## src/rtl/md_if.sv

```systemverilog
// Request/response bundle between the issue side (register file read ports)
// and the iterative multiply/divide unit.
interface md_if #(
    parameter int XLEN  = 32,
    parameter int RADDR = 5
) ();
    logic             start;
    logic [2:0]       funct3;
    logic [XLEN-1:0]  a;
    logic [XLEN-1:0]  b;
    logic [RADDR-1:0] rd_in;
    logic             busy;
    logic             done;
    logic [XLEN-1:0]  result;
    logic [RADDR-1:0] rd_out;

    modport master (
        output start, funct3, a, b, rd_in,
        input  busy, done, result, rd_out
    );

    modport slave (
        input  start, funct3, a, b, rd_in,
        output busy, done, result, rd_out
    );
endinterface

```

## src/rtl/md_unit.sv

```systemverilog
// Iterative RV32M multiply/divide unit: 32-cycle shift-add multiply or
// restoring divide, one sign-fix cycle, one-cycle done strobe.
//
// state | meaning
// ------+------------------------------------------------------------
// IDLE  | waiting for start
// CALC  | one multiply/divide iteration per cycle, 32 iterations
// FIX   | sign correction and result selection, result registered
// DONE  | done strobe; a new start here is accepted immediately
module md_unit #(
    parameter int XLEN  = 32,
    parameter int RADDR = 5
) (
    input  logic clk,
    input  logic rst_n,
    md_if.slave  bus
);

    localparam logic [2:0] F_MUL    = 3'b000;
    localparam logic [2:0] F_MULH   = 3'b001;
    localparam logic [2:0] F_MULHSU = 3'b010;
    localparam logic [2:0] F_MULHU  = 3'b011;
    localparam logic [2:0] F_DIV    = 3'b100;
    localparam logic [2:0] F_DIVU   = 3'b101;
    localparam logic [2:0] F_REM    = 3'b110;

    typedef enum logic [1:0] {IDLE, CALC, FIX, DONE} state_t;

    state_t             state;
    logic [4:0]         iter_left;
    logic [2:0]         op;
    logic [RADDR-1:0]   rd_lat;
    logic               neg_res;
    logic [XLEN-1:0]    acc_hi;     // product high half / partial remainder
    logic [XLEN-1:0]    acc_lo;     // multiplier / dividend shifting into quotient
    logic [XLEN-1:0]    opnd;       // multiplicand or divisor magnitude
    logic               busy_q;
    logic               done_q;
    logic [XLEN-1:0]    result_q;
    logic [RADDR-1:0]   rd_out_q;

    logic               a_abs;
    logic               b_abs;
    logic               neg_in;
    logic [XLEN-1:0]    mag_a;
    logic [XLEN-1:0]    mag_b;
    logic               accept;

    logic [XLEN:0]      mul_sum;
    logic [XLEN+1:0]    div_trial;

    logic [2*XLEN-1:0]  prod;
    logic [2*XLEN-1:0]  prod_fix;
    logic [XLEN-1:0]    quo_fix;
    logic [XLEN-1:0]    rem_fix;
    logic [XLEN-1:0]    fix_res;

    assign bus.busy   = busy_q;
    assign bus.done   = done_q;
    assign bus.result = result_q;
    assign bus.rd_out = rd_out_q;

    assign accept = bus.start && ((state == IDLE) || (state == DONE));

    // Operand magnitudes and result sign for the incoming request.
    // A DIV by zero keeps a positive sign so the all-ones quotient survives
    // the fix step; REM by zero needs nothing special, since the remainder
    // magnitude equals |a| and the sign of a restores the original dividend.
    // The signed-overflow case also falls out naturally: |a|=2^31, |b|=1
    // gives quotient 0x80000000 with positive sign and a zero remainder.
    always_comb begin
        a_abs  = 1'b0;
        b_abs  = 1'b0;
        neg_in = 1'b0;
        case (bus.funct3)
            F_MULH: begin
                a_abs  = 1'b1;
                b_abs  = 1'b1;
                neg_in = bus.a[XLEN-1] ^ bus.b[XLEN-1];
            end
            F_MULHSU: begin
                a_abs  = 1'b1;
                neg_in = bus.a[XLEN-1];
            end
            F_DIV: begin
                a_abs  = 1'b1;
                b_abs  = 1'b1;
                neg_in = (bus.b != '0) && (bus.a[XLEN-1] ^ bus.b[XLEN-1]);
            end
            F_REM: begin
                a_abs  = 1'b1;
                b_abs  = 1'b1;
                neg_in = bus.a[XLEN-1];
            end
            default: ;
        endcase
        mag_a = (a_abs && bus.a[XLEN-1]) ? -bus.a : bus.a;
        mag_b = (b_abs && bus.b[XLEN-1]) ? -bus.b : bus.b;
    end

    // One iteration of the datapath: add-then-shift multiply, trial-subtract divide.
    always_comb begin
        mul_sum   = {1'b0, acc_hi} + (acc_lo[0] ? {1'b0, opnd} : '0);
        div_trial = {1'b0, acc_hi, acc_lo[XLEN-1]} - {2'b00, opnd};
    end

    // Sign correction and result selection used in the FIX cycle.
    always_comb begin
        prod     = {acc_hi, acc_lo};
        prod_fix = neg_res ? -prod : prod;
        quo_fix  = neg_res ? -acc_lo : acc_lo;
        rem_fix  = neg_res ? -acc_hi : acc_hi;
        case (op)
            F_MUL:                    fix_res = prod_fix[XLEN-1:0];
            F_MULH, F_MULHSU, F_MULHU: fix_res = prod_fix[2*XLEN-1:XLEN];
            F_DIV, F_DIVU:            fix_res = quo_fix;
            default:                  fix_res = rem_fix;
        endcase
    end

    // Sequencer and datapath registers; all outputs registered.
    always_ff @(posedge clk) begin
        if (!rst_n) begin
            state     <= IDLE;
            iter_left <= '0;
            op        <= '0;
            rd_lat    <= '0;
            neg_res   <= 1'b0;
            acc_hi    <= '0;
            acc_lo    <= '0;
            opnd      <= '0;
            busy_q    <= 1'b0;
            done_q    <= 1'b0;
            result_q  <= '0;
            rd_out_q  <= '0;
        end else begin
            case (state)
                IDLE: ;
                CALC: begin
                    if (op[2]) begin
                        if (!div_trial[XLEN+1]) begin
                            acc_hi <= div_trial[XLEN-1:0];
                            acc_lo <= {acc_lo[XLEN-2:0], 1'b1};
                        end else begin
                            acc_hi <= {acc_hi[XLEN-2:0], acc_lo[XLEN-1]};
                            acc_lo <= {acc_lo[XLEN-2:0], 1'b0};
                        end
                    end else begin
                        {acc_hi, acc_lo} <= {mul_sum, acc_lo[XLEN-1:1]};
                    end
                    if (iter_left == 5'd0) begin
                        state <= FIX;
                    end else begin
                        iter_left <= iter_left - 5'd1;
                    end
                end
                FIX: begin
                    result_q <= fix_res;
                    rd_out_q <= rd_lat;
                    busy_q   <= 1'b0;
                    done_q   <= 1'b1;
                    state    <= DONE;
                end
                DONE: begin
                    done_q <= 1'b0;
                    state  <= IDLE;
                end
                default: state <= IDLE;
            endcase

            // Accept overrides the DONE->IDLE default for back-to-back issue.
            if (accept) begin
                state     <= CALC;
                busy_q    <= 1'b1;
                iter_left <= 5'd31;
                op        <= bus.funct3;
                rd_lat    <= bus.rd_in;
                neg_res   <= neg_in;
                acc_hi    <= '0;
                acc_lo    <= bus.funct3[2] ? mag_a : mag_b;
                opnd      <= bus.funct3[2] ? mag_b : mag_a;
            end
        end
    end

endmodule

```

## src/flat_wrapper.sv

```systemverilog
// flat-port wrapper written by rule: the top's interface ports become plain ports
module md_unit_flat 
#(
    parameter int XLEN  = 32,
    parameter int RADDR = 5
)
  (clk, rst_n, bus_start, bus_funct3, bus_a, bus_b, bus_rd_in, bus_busy, bus_done, bus_result, bus_rd_out);
  md_if #(.XLEN(XLEN), .RADDR(RADDR)) bus_i ();
  input  logic clk;
  input  logic rst_n;
  input wire logic [$bits(bus_i.start)-1:0] bus_start;
  input wire logic [$bits(bus_i.funct3)-1:0] bus_funct3;
  input wire logic [$bits(bus_i.a)-1:0] bus_a;
  input wire logic [$bits(bus_i.b)-1:0] bus_b;
  input wire logic [$bits(bus_i.rd_in)-1:0] bus_rd_in;
  output wire logic [$bits(bus_i.busy)-1:0] bus_busy;
  output wire logic [$bits(bus_i.done)-1:0] bus_done;
  output wire logic [$bits(bus_i.result)-1:0] bus_result;
  output wire logic [$bits(bus_i.rd_out)-1:0] bus_rd_out;
  assign bus_i.start = bus_start;
  assign bus_i.funct3 = bus_funct3;
  assign bus_i.a = bus_a;
  assign bus_i.b = bus_b;
  assign bus_i.rd_in = bus_rd_in;
  assign bus_busy = bus_i.busy;
  assign bus_done = bus_i.done;
  assign bus_result = bus_i.result;
  assign bus_rd_out = bus_i.rd_out;
  md_unit #(.XLEN(XLEN), .RADDR(RADDR)) u_core (.clk(clk), .rst_n(rst_n), .bus(bus_i));
endmodule
```

## config.mk

```make
export PLATFORM = sky130hd
export DESIGN_NAME = md_unit_flat
export DESIGN_NICKNAME = d
export VERILOG_FILES = /design/src/rtl/md_if.sv /design/src/rtl/md_unit.sv /design/src/flat_wrapper.sv
export SDC_FILE = /design/constraint.sdc
export NUM_CORES = 1
export LEC_CHECK = 0
export CORE_ASPECT_RATIO = 0.75
export CORE_UTILIZATION = 36
export DETAILED_ROUTE_END_ITERATION = 10
export GPL_ROUTABILITY_DRIVEN = 0
export SLEW_MARGIN = 20
export SYNTH_ARGS = -nofsm -noshare
export SYNTH_HDL_FRONTEND = slang
export SYNTH_SLANG_ARGS = --single-unit
```

## constraint.sdc

```tcl
create_clock -name clk -period 3.01 [get_ports clk]
set_input_delay 0.602 -clock clk [delete_from_list [all_inputs] [get_ports clk]]
set_output_delay 0.602 -clock clk [all_outputs]
set_load 0.1 [all_outputs]
```

==> out/summary.txt, run 1 <==
Clock Latency Late Sink - 0.46 ns
Critical path class - reg2reg
Post-route setup TNS - -1.41 ns
Worst-path maximum fanout - 6
Violated checks - setup timing
Post-DR wirelength/cell - 20.4 microns
Synthesized flop and latch total - 151
Max rail drop VDD - 525 uV
Final cycle utilization of the critical path - 105%
# setup viols final - 26
Number of maximum-capacitance violations - 0
Final hold violations - 0
Vias in the first global route - 15742
Wire length of the first global-routing pass - 89.9 mm
Most frequent standard cell in the layout excluding fill and tap cells - sky130_fd_sc_hd__buf_4
Syn Nets - 2152
Nature of the critical path startpoint - flop
RSZ-0062 raised after global routing - yes
Min-Delay Path Class - reg2reg
Pin count of the biggest net entering global routing - 81
Dominant synthesized flop cell - sky130_fd_sc_hd__dfxtp_1
Proportion of layout cells with a drive suffix above 1 - 31.4%
Leakage dissipation - 8.58 nW
Transition at the pin with the smallest max-transition slack - 1.05 ns
Upper clock frequency limit - 0.318 GHz
Die height - 176 microns
Number of enable flip-flop cells after synthesis - 0
DR vias - 17194
Hold-fix buffers, CTS - 0
Data required time of the worst path - 3.37 ns
Core Region - 39600 sq um
Maximum buffer depth of the clock tree - 2
Post-synth cell types - 86
1st-iter DRT viols - 1853
Die outline area - 41100 sq um
CTS tree - done
Share of synthesized registers carrying an async set or reset - 0%
Number of warnings printed during yosys synthesis - 0
Clk sinks - 151
Layout area overhead - 44.1%
Cts bufs inserted - 17
Core Rows - 63
Buffers added on ports - 113
Global route total overflow - 0
DRC violation count after routing - 0
DP Worst Slack - -0.604 ns
Post-route worst setup slack - -0.138 ns
Estimated wirelength of the detail-placed design - 45.7 mm
Clock Tree Root - sky130_fd_sc_hd__clkbuf_16
Overall Global Routing Usage - 28.2%
Commonest non-fill, non-tap cells in the layout - sky130_fd_sc_hd__buf_4 (438), sky130_fd_sc_hd__nor2_1 (192), sky130_fd_sc_hd__nand2_1 (159)
Reg clk slew, reported paths - 0.07 ns
Power Density - 892 nW/um^2
Post-layout net count - 2567
I/O Pins - 114
Fin util - 52.8%
Sum of internal, switching and leakage power - 18.6 mW
Number of H-tree levels - 4
Fill cells - 3663
Total wire length - 60.0 mm
DIE WIDTH - 234 microns
Number of routed nets with antenna violations - 0
Final number of max-transition violations - 0
Combined area of all synthesized cells - 14500 sq um
Status - finished, violations left
Cells after Synth - 2000
Post-detailed-route via-to-cell ratio - 5.83
Worst slew margin - 29.6%
Antenna diode count - 0
Antenna violations before repair - 0
Clock skew - 0.0200 ns
Effective utilization at floorplan - 36.6%
Type of element capturing the critical path - flop
Mapped Avg Cell Area - 7.24 sq um
First-pass iteration count of the detailed router - 8
Seq/Total Area, Yosys - 20.9%
Post-Route Hold Slack - 0.470 ns
Crit path time final - 3.15 ns
Arrival time at the worst endpoint - 3.50 ns
-- stage by stage --
step | cell area (sq um) | instances
after floorplan | 14500 | 2000
after global placement | 18500 | 2871
after detailed placement | 18500 | 2871
after CTS | 19700 | 2921
after global routing | 20900 | 2948
final | 20900 | 2948
-- sequential cells by signal, summed over array words and instances (netlist names) --
signal	flops
u_core.acc_hi	32
u_core.acc_lo	32
u_core.bus.result	32
u_core.opnd	32
u_core.bus.rd_out	5
u_core.iter_left	5
u_core.rd_lat	5
u_core.op	3
u_core.state	2
u_core.bus.busy	1
u_core.bus.done	1
u_core.neg_res	1
-- Yosys cell counts, types with 8 or more instances --
cell type	instances	share of area [%]
sky130_fd_sc_hd__o31ai_1	32	1.7
sky130_fd_sc_hd__o21ai_0	163	5.6
sky130_fd_sc_hd__dfxtp_1	151	21
sky130_fd_sc_hd__o21bai_1	9	0.47
sky130_fd_sc_hd__inv_1	77	2.0
sky130_fd_sc_hd__o211ai_1	28	1.5
sky130_fd_sc_hd__a21oi_1	193	6.7
sky130_fd_sc_hd__ha_1	75	6.5
sky130_fd_sc_hd__or4_1	17	0.88
sky130_fd_sc_hd__a311oi_1	9	0.54
sky130_fd_sc_hd__a22oi_1	9	0.47
sky130_fd_sc_hd__nor2_1	208	5.4
sky130_fd_sc_hd__mux2i_1	59	4.1
sky130_fd_sc_hd__nor2b_1	27	1.2
sky130_fd_sc_hd__xnor2_1	98	5.9
sky130_fd_sc_hd__a211oi_1	26	1.3
sky130_fd_sc_hd__nand2b_1	11	0.47
sky130_fd_sc_hd__o221ai_1	14	0.85
sky130_fd_sc_hd__a21boi_0	32	1.7
sky130_fd_sc_hd__o22ai_1	35	1.5
sky130_fd_sc_hd__nand3_1	29	1.0
sky130_fd_sc_hd__and2_1	12	0.52
sky130_fd_sc_hd__nor3_1	27	0.93
sky130_fd_sc_hd__and3_1	15	0.65
sky130_fd_sc_hd__nand4_1	12	0.52
sky130_fd_sc_hd__o21a_1	16	0.83
sky130_fd_sc_hd__buf_1	13	0.34
sky130_fd_sc_hd__clkbuf_1	118	3.1
sky130_fd_sc_hd__a21o_1	34	1.8
sky130_fd_sc_hd__o41ai_1	14	0.85
sky130_fd_sc_hd__or2_2	8	0.35
sky130_fd_sc_hd__xor2_1	85	5.1
sky130_fd_sc_hd__nand2_1	166	4.3
sky130_fd_sc_hd__nor4_1	13	0.56
sky130_fd_sc_hd__or3_1	22	0.95
sky130_fd_sc_hd__a31oi_1	35	1.5
-- power by group --
part | internal [mW] | switching [mW] | total (mW)
Clock | 1.24 | 0.988 | 2.23
Combinational | 5.63 | 7.85 | 13.5
Sequential | 2.48 | 0.428 | 2.91
-- final cells by class --
| cell class | instances | area (sq um) | share of cell area [%] |
|---|---|---|---|
| Timing Repair Buffer | 538 | 4360 | 20.9 |
| Clock inverter | 11 | 110 | 0.527 |
| Multi-Input combinational cell | 1629 | 11900 | 57.2 |
| Inverter | 78 | 295 | 1.41 |
| Tap cell | 520 | 651 | 3.12 |
| Sequential cell | 151 | 3050 | 14.6 |
| Clock buffer | 21 | 482 | 2.31 |
-- worst max-delay path: stages (launching register included) --
cell,delay [ns]
sky130_fd_sc_hd__dfxtp_2,0.34
sky130_fd_sc_hd__inv_2,0.05
sky130_fd_sc_hd__ha_4,0.27
sky130_fd_sc_hd__a21oi_2,0.05
sky130_fd_sc_hd__o21a_1,0.24
sky130_fd_sc_hd__or4_4,0.55
sky130_fd_sc_hd__a21oi_4,0.20
sky130_fd_sc_hd__o211ai_1,0.14
sky130_fd_sc_hd__buf_4,0.19
sky130_fd_sc_hd__a31oi_4,0.18
sky130_fd_sc_hd__buf_12,0.16
sky130_fd_sc_hd__buf_8,0.12
sky130_fd_sc_hd__mux2i_2,0.23
sky130_fd_sc_hd__a21oi_2,0.09
sky130_fd_sc_hd__a31o_2,0.23
-- layer usage --
layer | share of wire (%) | routed length (microns) | GRT usage, % | vias to the layer above
met5 | 0 | 0 | 0 | -
met4 | 2.7 | 1630 | 8.90 | 0
met3 | 9.1 | 5440 | 5.47 | 104
met2 | 42 | 24900 | 39.3 | 812
met1 | 47 | 28000 | 42.4 | 8182
li1 | - | - | - | 8096
-- worst paths after layout --
check                       from                 to  slack (ns)  depth (start not counted)
hold / removal    u_core.opnd[8]     u_core.opnd[8]        0.47                          2
hold reg to reg   u_core.opnd[8]     u_core.opnd[8]        0.47                          2
setup / recovery  u_core.opnd[6]  u_core.acc_hi[14]       -0.14                         14
setup reg to reg  u_core.opnd[6]  u_core.acc_hi[14]       -0.14                         14
-- cell families (layout without fill, tap and decap cells) --
| logic type | after synthesis | count (layout) | synth area share, % |
|---|---|---|---|
| compound gates | 702 | 703 | 30.8 |
| xor+xnor | 183 | 183 | 11.1 |
| fa+ha+maj | 77 | 77 | 6.75 |
| buf+inv | 221 | 648 | 5.98 |
| flops | 151 | 151 | 20.9 |
| mux | 64 | 64 | 4.46 |
| simple gates | 602 | 602 | 20.1 |
-- repair_timing --
item / CTS / global route
resized for setup: 120 / 202
setup endpoints to repair: 61 / 74
gates cloned: 1 / 0
pin swaps: 58 / 105
buffers inserted: 17 / 29
Note: power is estimated with default switching activity, not from simulation.
==> inputs of run 2 (changes only) <==
CELL_PAD_IN_SITES_DETAIL_PLACEMENT = 1   (was not set)
CELL_PAD_IN_SITES_GLOBAL_PLACEMENT = 1   (was not set)
CORE_ASPECT_RATIO = not set   (was 0.75)
PLACE_DENSITY_LB_ADDON = 0.1   (was not set)
==> run 2 against run 1 <==
Compared with the run above:
- the run still ends with setup timing left
- worst setup slack gained 0.011 ns
- global-route usage grew 3.5 points
- clock skew decreased by 0.0055 ns
- die area is essentially flat
- maximum frequency grew 0.36%
- design area decreased by 0.91%
- flip-flop and latch count unchanged
- clock power fell by 3%
- combinational power up 3%
- largest cell class unchanged
- highest routed layer unchanged
==> out/summary.txt, run 2 (same netlist as run 1, synthesis figures left out) <==
I/O Pins - 114 (unchanged)
Cell chain of the critical path - inv_8 > nor2_1 > ha_1 > a21oi_1 > o221ai_4 > nand4_1 > a31oi_2 > a2111oi_2 > buf_4 > nor3_2 > or3_1 > nand3_2 > a31oi_1
Stages on worst setup path - 13 (-1)
CP max stage delay - 0.41 ns (-0.14 ns)
Number of maximum-capacitance violations - 0 (unchanged)
1st-iter DRT viols - 1014 (-45%)
Layout area overhead - 42.8%
Leakage dissipation - 8.73 nW (+1.7%)
Die outline area - 41100 sq um (about the same)
Most frequent standard cell in the layout excluding fill and tap cells - sky130_fd_sc_hd__buf_4
Clock skew - 0.0145 ns (-0.00553 ns)
Global route total overflow - 0 (unchanged)
Final cycle utilization of the critical path - 104% (-0.37 points)
DRC violation count after routing - 0 (unchanged)
Nature of the critical path startpoint - flop
Effective utilization at floorplan - 36.5% (-0.15 points)
Arrival time at the worst endpoint - 3.46 ns (-0.04 ns)
Die height - 203 microns (+15%)
# setup viols final - 24 (-7.7%)
Transition at the pin with the smallest max-transition slack - 0.898 ns (-0.155 ns)
Buffers & Inverters on Critical Path - 2 (-2)
Fin area - 20700 sq um (-0.91%)
Core Rows - 73 (+16%)
Fill cells - 4893 (+34%)
Status - finished, violations left
Commonest non-fill, non-tap cells in the layout - sky130_fd_sc_hd__buf_4 (432), sky130_fd_sc_hd__nor2_1 (196), sky130_fd_sc_hd__a21oi_1 (172)
Critical path class - reg2reg
DR vias - 17232 (+0.22%)
Max rail drop VDD - 472 uV (-10%)
Post-DR wirelength/cell - 22.9 microns (+13%)
Maximum buffer depth of the clock tree - 2 (unchanged)
Clock Tree Root - sky130_fd_sc_hd__clkbuf_16
Post-route worst setup slack - -0.126 ns (+0.0112 ns)
Fin util - 52.1% (-0.69 points)
Min-Delay Path Class - reg2reg
Placed cell areas - 18700 sq um (+0.94%)
Vias in the first global route - 17093 (+8.6%)
Violated checks - setup timing
Antenna diode count - 0 (unchanged)
Total wire length - 67.6 mm (+13%)
Worst slew margin - 39.7% (+10 points)
Overall Global Routing Usage - 31.7% (+3.5 points)
Power Density - 916 nW/um^2 (+2.8%)
First-pass iteration count of the detailed router - 5 (-3)
Clock Latency Late Sink - 0.47 ns (about the same)
Estimated wirelength of the detail-placed design - 52.3 mm (+14%)
CTS tree - done
Worst-case reg-to-reg path depth - 13 (-1)
RSZ-0062 raised after global routing - yes
Final hold violations - 0 (unchanged)
Data required time of the worst path - 3.34 ns (-0.03 ns)
Hold-fix buffers, CTS - 0 (unchanged)
DP Worst Slack - -0.523 ns (+0.0807 ns)
Non-filler instance count after layout - 2950 (+0.068%)
Reg clk slew, reported paths - 0.07 ns (about the same)
Post-detailed-route via-to-cell ratio - 5.84 (+0.15%)
Number of H-tree levels - 4 (unchanged)
Crit path time final - 3.14 ns (-0.0112 ns)
Type of element capturing the critical path - flop
Number of placed instances, taps included - 2886 (+0.52%)
Proportion of layout cells with a drive suffix above 1 - 29.5% (-1.9 points)
Buffers added on ports - 113 (unchanged)
Post-layout net count - 2565 (-0.078%)
Worst-path maximum fanout - 7 (+1)
DIE WIDTH - 203 microns (-13%)
Final number of max-transition violations - 0 (unchanged)
Wire length of the first global-routing pass - 100 mm (+12%)
Core Region - 39700 sq um (+0.41%)
Cts bufs inserted - 17 (unchanged)
Pin count of the biggest net entering global routing - 81 (unchanged)
Worst path slowest cell - sky130_fd_sc_hd__a2111oi_2
Antenna violations before repair - 0 (unchanged)
Clk sinks - 151 (unchanged)
Number of cells traversed by the worst hold path - 2 (unchanged)
Number of routed nets with antenna violations - 0 (unchanged)
Sum of internal, switching and leakage power - 19.0 mW (+1.8%)
Largest delay share family, worst path - compound AO/OA/AOI/OAI gates
Upper clock frequency limit - 0.319 GHz (+0.36%)
-- run 2: worst register-to-register path, stage by stage, from the launching register on --
cell                        delay, ns
sky130_fd_sc_hd__dfxtp_4         0.38
sky130_fd_sc_hd__inv_8           0.06
sky130_fd_sc_hd__nor2_1          0.19
sky130_fd_sc_hd__ha_1            0.34
sky130_fd_sc_hd__a21oi_1         0.34
sky130_fd_sc_hd__o221ai_4        0.14
sky130_fd_sc_hd__nand4_1         0.18
sky130_fd_sc_hd__a31oi_2         0.14
sky130_fd_sc_hd__a2111oi_2       0.41
sky130_fd_sc_hd__buf_4           0.22
sky130_fd_sc_hd__nor3_2          0.05
sky130_fd_sc_hd__or3_1           0.38
sky130_fd_sc_hd__nand3_2         0.09
sky130_fd_sc_hd__a31oi_1         0.09
-- run 2: layer usage --
layer  global-route usage [%]  share of wire, %  vias to the layer above
li1                         -                 -                     8060
met1                     41.7                44                     8491
met2                     53.4                48                      560
met3                     3.72               5.5                      121
met4                     10.4               3.1                        0
met5                        0                 0                        -
-- run 2: per-stage QoR --
| stage | setup TNS, ns | hold WS, ns |
|---|---|---|
| floorplan | -0.0660 | 0.441 |
| global placement | -18.19 | 0.450 |
| detailed placement | -26.23 | 0.459 |
| CTS | -0.126 | 0.469 |
| global route | -3.02 | 0.494 |
| finish | -1.08 | 0.465 |
-- run 2: final timing paths --
check | from | endpoint | slack [ns]
worst min register to register | u_core.rd_lat[2] | u_core.rd_lat[2] | 0.47
worst min-delay path | u_core.rd_lat[2] | u_core.rd_lat[2] | 0.47
worst max-delay path | u_core.acc_lo[0] | u_core.acc_hi[25] | -0.13
worst max register to register | u_core.acc_lo[0] | u_core.acc_hi[25] | -0.13
-- run 2: layout make-up --
| type | instances | area (sq um) | area share, % |
|---|---|---|---|
| Clock inverter | 12 | 129 | 0.623 |
| Tap cell | 525 | 657 | 3.17 |
| Clock buffer | 19 | 433 | 2.09 |
| Multi-Input combinational cell | 1628 | 11700 | 56.4 |
| Sequential cell | 151 | 3050 | 14.7 |
| Inverter | 78 | 300 | 1.45 |
| Timing Repair Buffer | 537 | 4460 | 21.5 |
-- run 2: power breakdown --
group          internal [mW]  switching [mW]  total (mW)  leakage (nW)
clock                   1.21           0.949        2.16         0.269
combinational           5.68            8.20        13.9          7.22
sequential              2.49           0.427        2.91          1.24
-- run 2: repair_timing --
| action | CTS | global route |
|---|---|---|
| cloned | 1 | 1 |
| pin swaps | 49 | 81 |
| buffers inserted | 19 | 16 |
| endpoints found under the setup margin | 52 | 74 |
| gates resized for setup | 102 | 165 |
==> inputs of run 3 (changes only) <==
CORE_ASPECT_RATIO = 0.75   (was not set)
==> run 3 against run 2 <==
Compared with the run above:
- the run still ends with setup timing left
- sequential power up 2%
- critical endpoint is now u_core.acc_hi[6]
- via count up 2.0%
- critical path type unchanged
- first-iteration DRC count up 44%
- worst hold slack better by 0.0062 ns
- cell count up 1.7%
- die area about the same
- flip-flop and latch count unchanged
==> out/summary.txt, run 3 (same netlist as run 1, synthesis figures left out) <==
DIE WIDTH - 234 microns (+15%)
Clock Tree Root - sky130_fd_sc_hd__clkbuf_16
Worst slew margin - 35.1% (-4.5 points)
Post-DR wirelength/cell - 23.1 microns (+0.81%)
Post-layout net count - 2618 (+2.1%)
Overall Global Routing Usage - 32.7% (+1.1 points)
Commonest non-fill, non-tap cells in the layout - sky130_fd_sc_hd__buf_4 (473), sky130_fd_sc_hd__nor2_1 (196), sky130_fd_sc_hd__a21oi_1 (168)
Total wire length - 69.3 mm (+2.5%)
Min-Delay Path Class - reg2reg
Worst path slowest cell - sky130_fd_sc_hd__or4_4
Effective utilization at floorplan - 36.6% (+0.15 points)
Portion of total power attributed to the clock network - 11.9% (+0.5 points)
Violated checks - setup timing
Post-detailed-route via-to-cell ratio - 5.86 (+0.31%)
Proportion of layout cells with a drive suffix above 1 - 31.8% (+2.3 points)
Wire length of the first global-routing pass - 103 mm (+2.2%)
Transition at the pin with the smallest max-transition slack - 0.970 ns (+0.0715 ns)
Die outline area - 41100 sq um (about the same)
1st-iter DRT viols - 1460 (+44%)
Core Region - 39600 sq um (-0.41%)
RSZ-0062 raised after global routing - yes
Pin count of the biggest net entering global routing - 77 (-4.9%)
Clock Latency Late Sink - 0.47 ns (about the same)
Final number of max-transition violations - 0 (unchanged)
Antenna violations before repair - 0 (unchanged)
Number of maximum-capacitance violations - 0 (unchanged)
# setup viols final - 28 (+17%)
Clock skew - 0.0111 ns (-0.00338 ns)
Most frequent standard cell in the layout excluding fill and tap cells - sky130_fd_sc_hd__buf_4
Core Rows - 63 (-14%)
CTS tree - done
Cts bufs inserted - 17 (unchanged)
Status - finished, violations left
Data required time of the worst path - 3.35 ns (about the same)
Max rail drop VDD - 536 uV (+14%)
Antenna diode count - 0 (unchanged)
Type of element capturing the critical path - flop
Estimated wirelength of the detail-placed design - 52.7 mm (+0.75%)
Share of total power in sequential cells - 14.9% (-0.5 points)
Vias in the first global route - 17568 (+2.8%)
Post-Route Hold Slack - 0.471 ns (+0.00616 ns)
Nature of the critical path startpoint - flop
Worst-path maximum fanout - 5 (-2)
Switching power total - 9.82 mW (+2.5%)
Number of H-tree levels - 4 (unchanged)
Final cycle utilization of the critical path - 107% (+2.7 points)
Cell chain of the critical path - inv_1 > ha_1 > nand2_1 > or4_4 > a21oi_4 > o211ai_1 > buf_4 > a31oi_4 > buf_12 > buf_12 > mux2_4 > a21oi_4 > o22ai_4
Leakage dissipation - 8.98 nW (+2.8%)
Switching Fraction - 49.4% (-1.1 points)
Largest delay share family, worst path - compound AO/OA/AOI/OAI gates
Clk sinks - 151 (unchanged)
First-pass iteration count of the detailed router - 9 (+4)
Critical path class - reg2reg
Post-route worst setup slack - -0.208 ns (-0.0818 ns)
Layout area overhead - 47.0%
Arrival time at the worst endpoint - 3.55 ns (+0.09 ns)
Crit path time final - 3.22 ns (+0.0818 ns)
Power Density - 934 nW/um^2 (+1.9%)
Number of routed nets with antenna violations - 0 (unchanged)
CP max stage delay - 0.56 ns (+0.15 ns)
Upper clock frequency limit - 0.311 GHz (-2.5%)
DRC violation count after routing - 0 (unchanged)
Logic pwr share - 73.2% (about the same)
Placed cell areas - 18900 sq um (+1.2%)
Internal Power - 10.1 mW (+7.2%)
Die height - 176 microns (-13%)
Global route total overflow - 0 (unchanged)
I/O Pins - 114 (unchanged)
Maximum buffer depth of the clock tree - 2 (unchanged)
Final hold violations - 0 (unchanged)
Buffers & Inverters on Critical Path - 4 (+2)
Reg clk slew, reported paths - 0.07 ns (about the same)
Fin area - 21300 sq um (+2.9%)
DR vias - 17572 (+2.0%)
Buffers added on ports - 113 (unchanged)
run 3: final cells by class:
type,count,area (sq um)
clock inverters,15,190
flip-flops and latches,151,3050
multi-input cells,1628,11700
well taps,520,651
repair buffers,590,4950
fillers,4821,18300
inverters,78,305
clock buffers,17,425
run 3: repair_timing:
item | 4_1_cts | 5_1_grt
cloned | 2 | 0
pin swaps | 70 | 78
hold buffers | 0 | 0
setup buffers | 33 | 25
setup endpoints to repair | 67 | 83
endpoints found under the hold margin | 0 | 0
resized for setup | 150 | 152
run 3: worst paths after layout:
check	from	to	slack [ns]	cells after the start
worst max-delay path	u_core.opnd[9]	u_core.acc_hi[6]	-0.21	13
worst min register to register	u_core.rd_lat[4]	u_core.rd_lat[4]	0.47	2
worst max register to register	u_core.opnd[9]	u_core.acc_hi[6]	-0.21	13
worst min-delay path	u_core.rd_lat[4]	u_core.rd_lat[4]	0.47	2
run 3: per-layer routing:
metal	vias to the layer above	track usage [%]	part of all wire (%)
li1	8194	-	-
met1	8744	44.5	45
met2	519	50.4	45
met3	115	7.09	6.9
met4	0	11.8	3.0
met5	-	0	0
run 3: worst min-delay path: stages, from the launching register on:
cell and delay, ns:
sky130_fd_sc_hd__dfxtp_1 0.31, sky130_fd_sc_hd__nand2_1 0.05, sky130_fd_sc_hd__a21boi_0 0.06
run 3: stage by stage:
stage / power, mW / cells / util [%] / worst slack [ns] / TNS, ns
global placement: 14.6 / 2912 / 47.8 / -0.517 / -21.41
global route: 20.9 / 2999 / 53.8 / -0.325 / -7.63
CTS: 18.5 / 2977 / 51.7 / -0.0973 / -1.29
detailed placement: 14.9 / 2912 / 47.8 / -0.692 / -29.51
floorplan: 9.94 / 2000 / - / -0.0660 / -0.0660
finish: 19.9 / 2999 / 53.8 / -0.208 / -3.28
run 3: power by group through the flow:
| stage | sequential [mW] | clock, mW | combinational [mW] |
|---|---|---|---|
| finish | 2.96 | 2.37 | 14.6 |
| global route | 3.00 | 2.46 | 15.4 |
| global placement | 2.92 | 0 | 11.7 |
| floorplan | 3.72 | 0 | 6.22 |
| detailed placement | 2.95 | 0 | 12.0 |
| CTS | 2.94 | 2.39 | 13.2 |
